## config.mk

```make
export PLATFORM = sky130hd
export DESIGN_NAME = fc_layer_sequencer
export DESIGN_NICKNAME = d
export VERILOG_FILES = /design/src/rtl/fc_seq_pkg.sv /design/src/rtl/fc_layer_sequencer.sv
export SDC_FILE = /design/constraint.sdc
export NUM_CORES = 1
export LEC_CHECK = 0
export CAP_MARGIN = 0
export CORE_UTILIZATION = 44
export CTS_BUF_LIST = sky130_fd_sc_hd__clkbuf_8
export CTS_CLUSTER_DIAMETER = 150
export DETAILED_ROUTE_END_ITERATION = 16
export GPL_TIMING_DRIVEN = 1
export HOLD_SLACK_MARGIN = 0.02
export PLACE_DENSITY = 0.81
export SKIP_LAST_GASP = 1
export SYNTH_ARGS = -nofsm -noshare
export SYNTH_HDL_FRONTEND = slang
export SYNTH_SLANG_ARGS = --single-unit
```

## constraint.sdc

```tcl
create_clock -name clk_i -period 2.1 [get_ports clk_i]
set_clock_uncertainty 0.15 [all_clocks]
set_input_delay 0.21 -clock clk_i [delete_from_list [all_inputs] [get_ports clk_i]]
set_output_delay 0.21 -clock clk_i [all_outputs]
set_load 0.02 [all_outputs]
```

## src/rtl/fc_seq_pkg.sv

```systemverilog
// Shared state encoding and address sizing for the fully-connected layer sequencer.
package fc_seq_pkg;

   typedef enum logic [2:0] {
      ACCUM = 3'd0,
      BIAS  = 3'd1,
      WAIT  = 3'd2,
      DONE  = 3'd3,
      CLEAR = 3'd4
   } state_t;

   function automatic int unsigned addr_width(input int unsigned h);
      return $clog2(h + 1);
   endfunction

endpackage

```

## src/rtl/fc_layer_sequencer.sv

```systemverilog
// Sequences one fully-connected layer: streams the input vector, adds bias, hands off the result.
// Optional stall/vector performance counters are built when FC_LAYER_SEQ_PERF_EN is defined.
module fc_layer_sequencer
   import fc_seq_pkg::*;
#(
   parameter int unsigned WORD_SIZE             = 16,
   parameter int unsigned PREVIOUS_LAYER_HEIGHT = 4,
   parameter int unsigned LU_LATENCY            = 1
) (
   input  logic                                         clk_i,
   input  logic                                         reset_n_i,
   input  logic [WORD_SIZE-1:0]                         data_i,
   input  logic                                         valid_i,
   output logic                                         ready_o,
   output logic [addr_width(PREVIOUS_LAYER_HEIGHT)-1:0] mem_addr_o,
   output logic [WORD_SIZE-1:0]                         data_o,
   output logic                                         sum_en_o,
   output logic                                         add_bias_o,
   output logic                                         neuron_reset_o,
   output logic                                         valid_o,
   input  logic                                         ready_i,
   output logic                                         busy_o
`ifdef FC_LAYER_SEQ_PERF_EN
   ,
   output logic [31:0]                                  stall_cnt_o,
   output logic [15:0]                                  vec_cnt_o
`endif
);

   localparam int unsigned   AW        = addr_width(PREVIOUS_LAYER_HEIGHT);
   localparam int unsigned   LW        = (LU_LATENCY > 1) ? $clog2(LU_LATENCY) : 1;
   localparam logic [AW-1:0] CNT_LAST  = AW'(PREVIOUS_LAYER_HEIGHT - 1);
   localparam logic [AW-1:0] BIAS_ADDR = AW'(PREVIOUS_LAYER_HEIGHT);
   localparam logic [LW-1:0] LAT_LAST  = LW'(LU_LATENCY - 1);

   state_t               r_state, w_state_nxt;
   logic [AW-1:0]        r_cnt, w_cnt_nxt;
   logic [LW-1:0]        r_lat, w_lat_nxt;
   logic [WORD_SIZE-1:0] r_data;
   logic                 r_sum_en;
   logic                 r_add_bias;
   logic                 r_valid, w_valid_nxt;
   logic                 w_accept;

   always_comb begin
      w_state_nxt = r_state;
      w_cnt_nxt   = r_cnt;
      w_lat_nxt   = r_lat;
      w_valid_nxt = r_valid;
      w_accept    = 1'b0;
      ready_o     = 1'b0;
      mem_addr_o  = '0;
      unique case (r_state)
         ACCUM: begin
            ready_o    = 1'b1;
            mem_addr_o = r_cnt;
            w_accept   = valid_i;
            if (valid_i) begin
               if (r_cnt == CNT_LAST) begin
                  w_cnt_nxt   = '0;
                  w_state_nxt = BIAS;
               end else begin
                  w_cnt_nxt = r_cnt + 1'b1;
               end
            end
         end
         BIAS: begin
            mem_addr_o  = BIAS_ADDR;
            w_state_nxt = WAIT;
            w_lat_nxt   = '0;
         end
         WAIT: begin
            // lat == 0 coincides with the add_bias pulse
            if (r_lat == LAT_LAST) begin
               w_state_nxt = DONE;
               w_valid_nxt = 1'b1;
               w_lat_nxt   = '0;
            end else begin
               w_lat_nxt = r_lat + 1'b1;
            end
         end
         DONE: begin
            if (ready_i) begin
               w_state_nxt = CLEAR;
               w_valid_nxt = 1'b0;
            end
         end
         CLEAR: begin
            w_state_nxt = ACCUM;
            w_cnt_nxt   = '0;
         end
         default: w_state_nxt = ACCUM;
      endcase
   end

   always_ff @(posedge clk_i or negedge reset_n_i) begin
      if (!reset_n_i) begin
         r_state    <= ACCUM;
         r_cnt      <= '0;
         r_lat      <= '0;
         r_data     <= '0;
         r_sum_en   <= 1'b0;
         r_add_bias <= 1'b0;
         r_valid    <= 1'b0;
      end else begin
         r_state    <= w_state_nxt;
         r_cnt      <= w_cnt_nxt;
         r_lat      <= w_lat_nxt;
         r_sum_en   <= w_accept;
         r_add_bias <= (r_state == BIAS);
         r_valid    <= w_valid_nxt;
         if (w_accept) begin
            r_data <= data_i;
         end
      end
   end

   assign data_o         = r_data;
   assign sum_en_o       = r_sum_en;
   assign add_bias_o     = r_add_bias;
   assign valid_o        = r_valid;
   assign busy_o         = (r_state != ACCUM) || (r_cnt != '0);
   // Neurons must also be held clear while the sequencer itself is in reset.
   assign neuron_reset_o = !reset_n_i || (r_state == CLEAR);

`ifdef FC_LAYER_SEQ_PERF_EN
   logic [31:0] r_stall_cnt;
   logic [15:0] r_vec_cnt;
   logic        w_stall;

   assign w_stall = ((r_state == ACCUM) && busy_o && !valid_i) || ((r_state == DONE) && !ready_i);

   always_ff @(posedge clk_i or negedge reset_n_i) begin
      if (!reset_n_i) begin
         r_stall_cnt <= '0;
         r_vec_cnt   <= '0;
      end else begin
         if (w_stall && (r_stall_cnt != '1)) begin
            r_stall_cnt <= r_stall_cnt + 32'd1;
         end
         if (r_valid && ready_i) begin
            r_vec_cnt <= r_vec_cnt + 16'd1;
         end
      end
   end

   assign stall_cnt_o = r_stall_cnt;
   assign vec_cnt_o   = r_vec_cnt;
`endif

endmodule

```

## Word level (Yosys, flattened, before mapping)

Index checks and enable logic that the tools add are counted.

- Output and inout bits: 25
- Input bits: 20
- Bits in registers: 26

- Reductions and logical operators: 12
- Add/sub/neg operators: 2
- Multiplexer cells: 16
- Equality and inequality tests: 9

Operator list:

| operator | number |
|---|---|
| 2-to-1 mux 3 bit | 6 |
| case mux 3 bit (2 select lines) | 2 |
| case mux 3 bit (4 select lines) | 1 |
| equality test 3 x 2 -> 1 bit (second input constant) | 3 |
| != test 2 bit (second input constant) | 4 |
| nonzero test 2 bit | 3 |
| nonzero test 3 bit | 2 |
| 2-to-1 mux 1 bit | 5 |
| case mux 1 bit (2 select lines) | 2 |
| AND reduction 4 bit | 1 |
| adder 3 x 1 -> 3 bit (second input constant) | 1 |
| equality test 3 x 1 -> 1 bit (second input constant) | 1 |
| equality test 3 bit (second input constant) | 1 |
| logical NOT 3 bit | 1 |
| AND reduction 3 bit | 1 |
| logical OR 1 bit | 2 |
| AND reduction 2 bit | 1 |
| adder 1 bit (second input constant) | 1 |
| logical NOT 1 bit | 1 |

## Depth between registers and ports, before layout

- Word-level depth: 4
- Gate-level depth with buffers: 6
- Depth with buffers taken out: 4

## Least setup slack after synthesis

OpenSTA, ideal clock, no wires.

- Path kind: register to register
- Start: reg r_state[1]
- End: reg r_data[10], in the netlist data_o[10]
- Arrival time: 1.589 ns
- Setup time: 0.125 ns
- Clock period less this slack: 1.864 ns
- Cell stages (with the launch flop): 7
- Path slack: 0.236 ns
- Buffers on the path: 3
- Cell sequence: dfrtp_1 buf_6 nor3_4 and2_4 buf_12 buf_12 mux2_4

- Cells in the longest elaborated chain, start to end: 2

RTL lines:

| item | RTL line | RTL |
|---|---|---|
| start: declaration | fc_layer_sequencer.sv:36 | `state_t r_state, w_state_nxt;` |
| start signal: assignment | fc_layer_sequencer.sv:106 | `r_state <= w_state_nxt;` |
| logical NOT 3 bit | fc_layer_sequencer.sv:53 | `unique case (r_state)` |
| 2-to-1 mux 1 bit | fc_layer_sequencer.sv:53 |  |
| net w_accept | fc_layer_sequencer.sv:43 | `logic w_accept;` |
| end signal: assignment | fc_layer_sequencer.sv:113 | `r_data <= data_i;` |
| end: declaration | fc_layer_sequencer.sv:39 | `logic [WORD_SIZE-1:0] r_data;` |

The timed path passes the listed nets, and every way through them passes these cells.
A chain may end at the register's enable or synchronous reset.

## Worst setup path after layout

- Start: reg r_state[0]
- End: out mem_addr_o[2]

- Cells in the longest elaborated chain, start to end: 2
- Elaborated cells on any way between the ends: 3
- Classes of those cells: eq/ne (1); mux (1); reduce/logical (1)

RTL lines:

| item | RTL line | RTL |
|---|---|---|
| equality test 3 x 1 -> 1 bit / logical NOT 3 bit (equally long branches) | fc_layer_sequencer.sv:53 |  |
| case mux 3 bit (2 select lines) (*) | fc_layer_sequencer.sv:53 |  |
| end: declaration | fc_layer_sequencer.sv:15 | `output logic [addr_width(PREVIOUS_LAYER_HEIGHT)-1:0] mem_addr_o,` |

Mark *: on every way between the ends. The rest lies on a longest branch, timed or not.

==> out/results.tsv <==
stage	metric	value	unit
run_status	status	complete, no violations	
worst_setup_path	CP endpoint kind	primary output	
global_routing	largest net degree at the start of global routing	26	
die	Placeable Area	2320	sq um
min_path	Hold Crit Class	in -> async	
detailed_routing	final WL	2180	um
worst_setup_path	maximum fanout along the worst path	10	
worst_setup_path	Worst Path Required	1.74	ns
yosys	share of the synthesized area in the top cell type	0.554	
detailed_routing	drt pass-1 iters	4	
timing	RSZ-0062 raised after global routing	false	
yosys	synth top area cells	dfrtp_1 (55%), mux2_4 (12%), mux2_2 (7.0%), buf_12 (3.5%), ha_1 (2.2%)	
die	Die Width	52.6	um
yosys	Unique masters post-synth	26	
detailed_routing	Routed Antenna Nets	0	
clocking	root buf cell	clkbuf_8	
timing	final hold vios	0	
yosys	largest area contributor in the netlist	dfrtp_1	
worst_setup_path	reg2reg start	r_state[2]	
yosys	Mapped Cells	81	
worst_setup_path	worst path bufs/invs	1	
die	num rows	17	
layout	number of fill cells	178	
die	Ports	45	
layout	Register Area	629	sq um
placement	DP HPWL	1550	um
power	clock share of power	0.108	
timing	Setup violations, final	0	
yosys	Seq/Total Area, Yosys	0.554	
layout	design area	1620	sq um
worst_setup_path	Register-to-Register Setup Slack	0.24	ns
global_routing	gr ovfl total	0	
placement	port bufs	44	
worst_setup_path	crit-path max cell delay	0.64	ns
global_routing	number of global-route vias before repair	734	
power	Comb pwr share	0.524	
yosys	register bit count reported by yosys	25	
clocking	number of CTS-inserted buffers	3	
die	Initial Util	0.487	
timing	Tcrit/Tclk final	0.937	
timing	crit path time final	1.97	ns
worst_setup_path	crit-path leading delay family	buffers and inverters	
layout	share of cells above drive strength 1	0.256	
timing	setup_tns	0	ns
global_routing	first-pass GRT wire length	3490	um
detailed_routing	Iter 0 DRT Violations	6	
placement	worst slack, placed	0.141	ns
detailed_routing	Post-route DRC	0	
layout	diode count	0	
global_routing	initial antenna violation count	0	
die	die area	2770	sq um
run	Max-Cap Viols	0	
power	Internal	1550	uW
yosys	Mapped Avg Cell Area	13.9	sq um
worst_setup_path	Setup Crit Path Kind	reg -> out	
worst_setup_path	worst path cell trace	nor2_1 -> nor3_1 -> clkdlybuf4s50_1	
worst_setup_path	Worst Path Arrival	1.61	ns
yosys	Synth Cell Area	1130	sq um
worst_setup_path	CP max stage cell	clkdlybuf4s50_1	
detailed_routing	Vias/cell	5.03	
power	Max VDD drop	821	uV
clocking	TritonCTS clock tree	built	
layout	final net count	152	
worst_setup_path	CP startpoint kind	flop	
power	PD cells	1500	nW/um^2
layout	post-layout util	0.699	
timing	FMAX	508	MHz
clocking	worst skew pair latency	0.26	ns
clocking	Bufs on Longest Clock Path	2	
die	Die H	52.6	um
timing	setup ws final	0.133	ns
timing	Final Max Slew Viols	0	
global_routing	Total GRT Usage	0.173	
timing	Worst Max-Slew Pin Slew	0.295	ns
power	static leakage	0.000726	uW
clocking	clk sinks	25	
power	Switch Pwr	882	uW
placement	GPL Wtd Cong	0.711	
worst_setup_path	Reg2Reg Depth	4	
clocking	Worst-path clk slew	0.08	ns
clocking	Hold Buf Count CTS	0	
timing	Worst slew margin	0.803	
power	switch share	0.363	
clocking	CTS H-tree lvls	1	
layout	Multi-input gate area	424	sq um
placement	placed inst area	1550	sq um
worst_setup_path	Critical R2R Capture	data_o[0]	
detailed_routing	Vias	790	
yosys	Yosys warnings	0	
detailed_routing	routed wire length per instance	13.9	um
power	Tot Pwr	2430	uW
yosys	Syn Nets	103	
power	Flop pwr share	0.368	
layout	Area Overhead vs Synth	43.6	%
==> state kept, by name (all words and copies together) (netlist names) <==
| signal | cells |
|---|---|
| valid_o | 1 |
| r_state | 3 |
| add_bias_o | 1 |
| r_cnt | 3 |
| sum_en_o | 1 |
| data_o | 16 |
==> cells in the final DEF (no fill, tap or decap), types with 4 or more instances in the layout <==
cell type / netlist / routed
buf_4: 0 / 5
dfrtp_1: 25 / 22
mux2_2: 7 / 7
nor2_1: 5 / 5
clkdlybuf4s50_1: 0 / 39
mux2_4: 9 / 9
nand2_1: 4 / 4
inv_1: 3 / 4
dlygate4sd2_1: 0 / 4
==> stage by stage <==
stage,hold slack (ns),cells
floorplan,-0.236,81
global placement,0.338,150
detailed placement,0.343,150
CTS,0.211,157
global route,0.231,157
finish,0.201,157
==> how the worst max path moves through the flow <==
stage | start | to | slack, ns | depth (start not counted)
after floorplan | r_state[1] | data_o[10] | 0.24 | 6
after global placement | r_state[1] | mem_addr_o[1] | 0.20 | 3
after detailed placement | r_state[1] | mem_addr_o[1] | 0.14 | 3
after CTS | r_state[1] | neuron_reset_o | 0.03 | 4
after global routing | r_state[0] | mem_addr_o[2] | 0.009 | 3
final | r_state[0] | mem_addr_o[2] | 0.13 | 3
==> cells by family (layout without fill, tap and decap cells) <==
family                     count (synthesis)  count (layout)  synth area share
buffers and inverters                      8              56            0.0698
muxes                                     16              16             0.190
and+or+nand+nor                           22              22             0.116
DFF                                       25              25             0.554
adders and majority gates                  2               2            0.0222
AOI/OAI and AO/OA                          8               8            0.0477
==> layout make-up <==
class                           count  area share
Inverter                            3     0.00695
Multi-Input combinational cell     48       0.262
Timing Repair Buffer               49       0.293
Sequential cell                    25       0.388
Clock inverter                      1     0.00232
Tap cell                           28      0.0216
Clock buffer                        3      0.0255
==> layer usage <==
| layer | part of all wire | up-vias | GRT usage |
|---|---|---|---|
| li1 | - | 375 | - |
| met1 | 0.47 | 364 | 0.243 |
| met2 | 0.43 | 43 | 0.255 |
| met3 | 0.081 | 8 | 0.0319 |
| met4 | 0.018 | 0 | 0.0833 |
| met5 | 0 | - | 0 |
==> power by group through the flow <==
stage / logic, uW / clock network (uW) / registers [uW]
CTS: 1280 / 276 / 887
floorplan: 618 / 0 / 1040
global placement: 1240 / 0 / 868
global route: 1360 / 293 / 924
finish: 1270 / 262 / 893
detailed placement: 1250 / 0 / 893
==> synthesized netlist by cell type, drive strengths merged <==
cell type and count:
nand3 1, nand4 1, mux2 16, buf 5, nor3 3, nand3b 1
or2b 1, and2 3, inv 3, and3 1, nand2 4, a21oi 1
nor3b 1, dfrtp 25, o31ai 2, ha 2, nand2b 1, o21ai 3
nor2 5, a32oi 1, o31a 1
==> repair_timing <==
item                                    in CTS  in global routing
pin swaps                                    1                  0
endpoints found under the setup margin       4                  1
gates resized for setup                      6                  2
setup buffers                                3                  0
No activity file was read; power rests on OpenSTA's default activity.
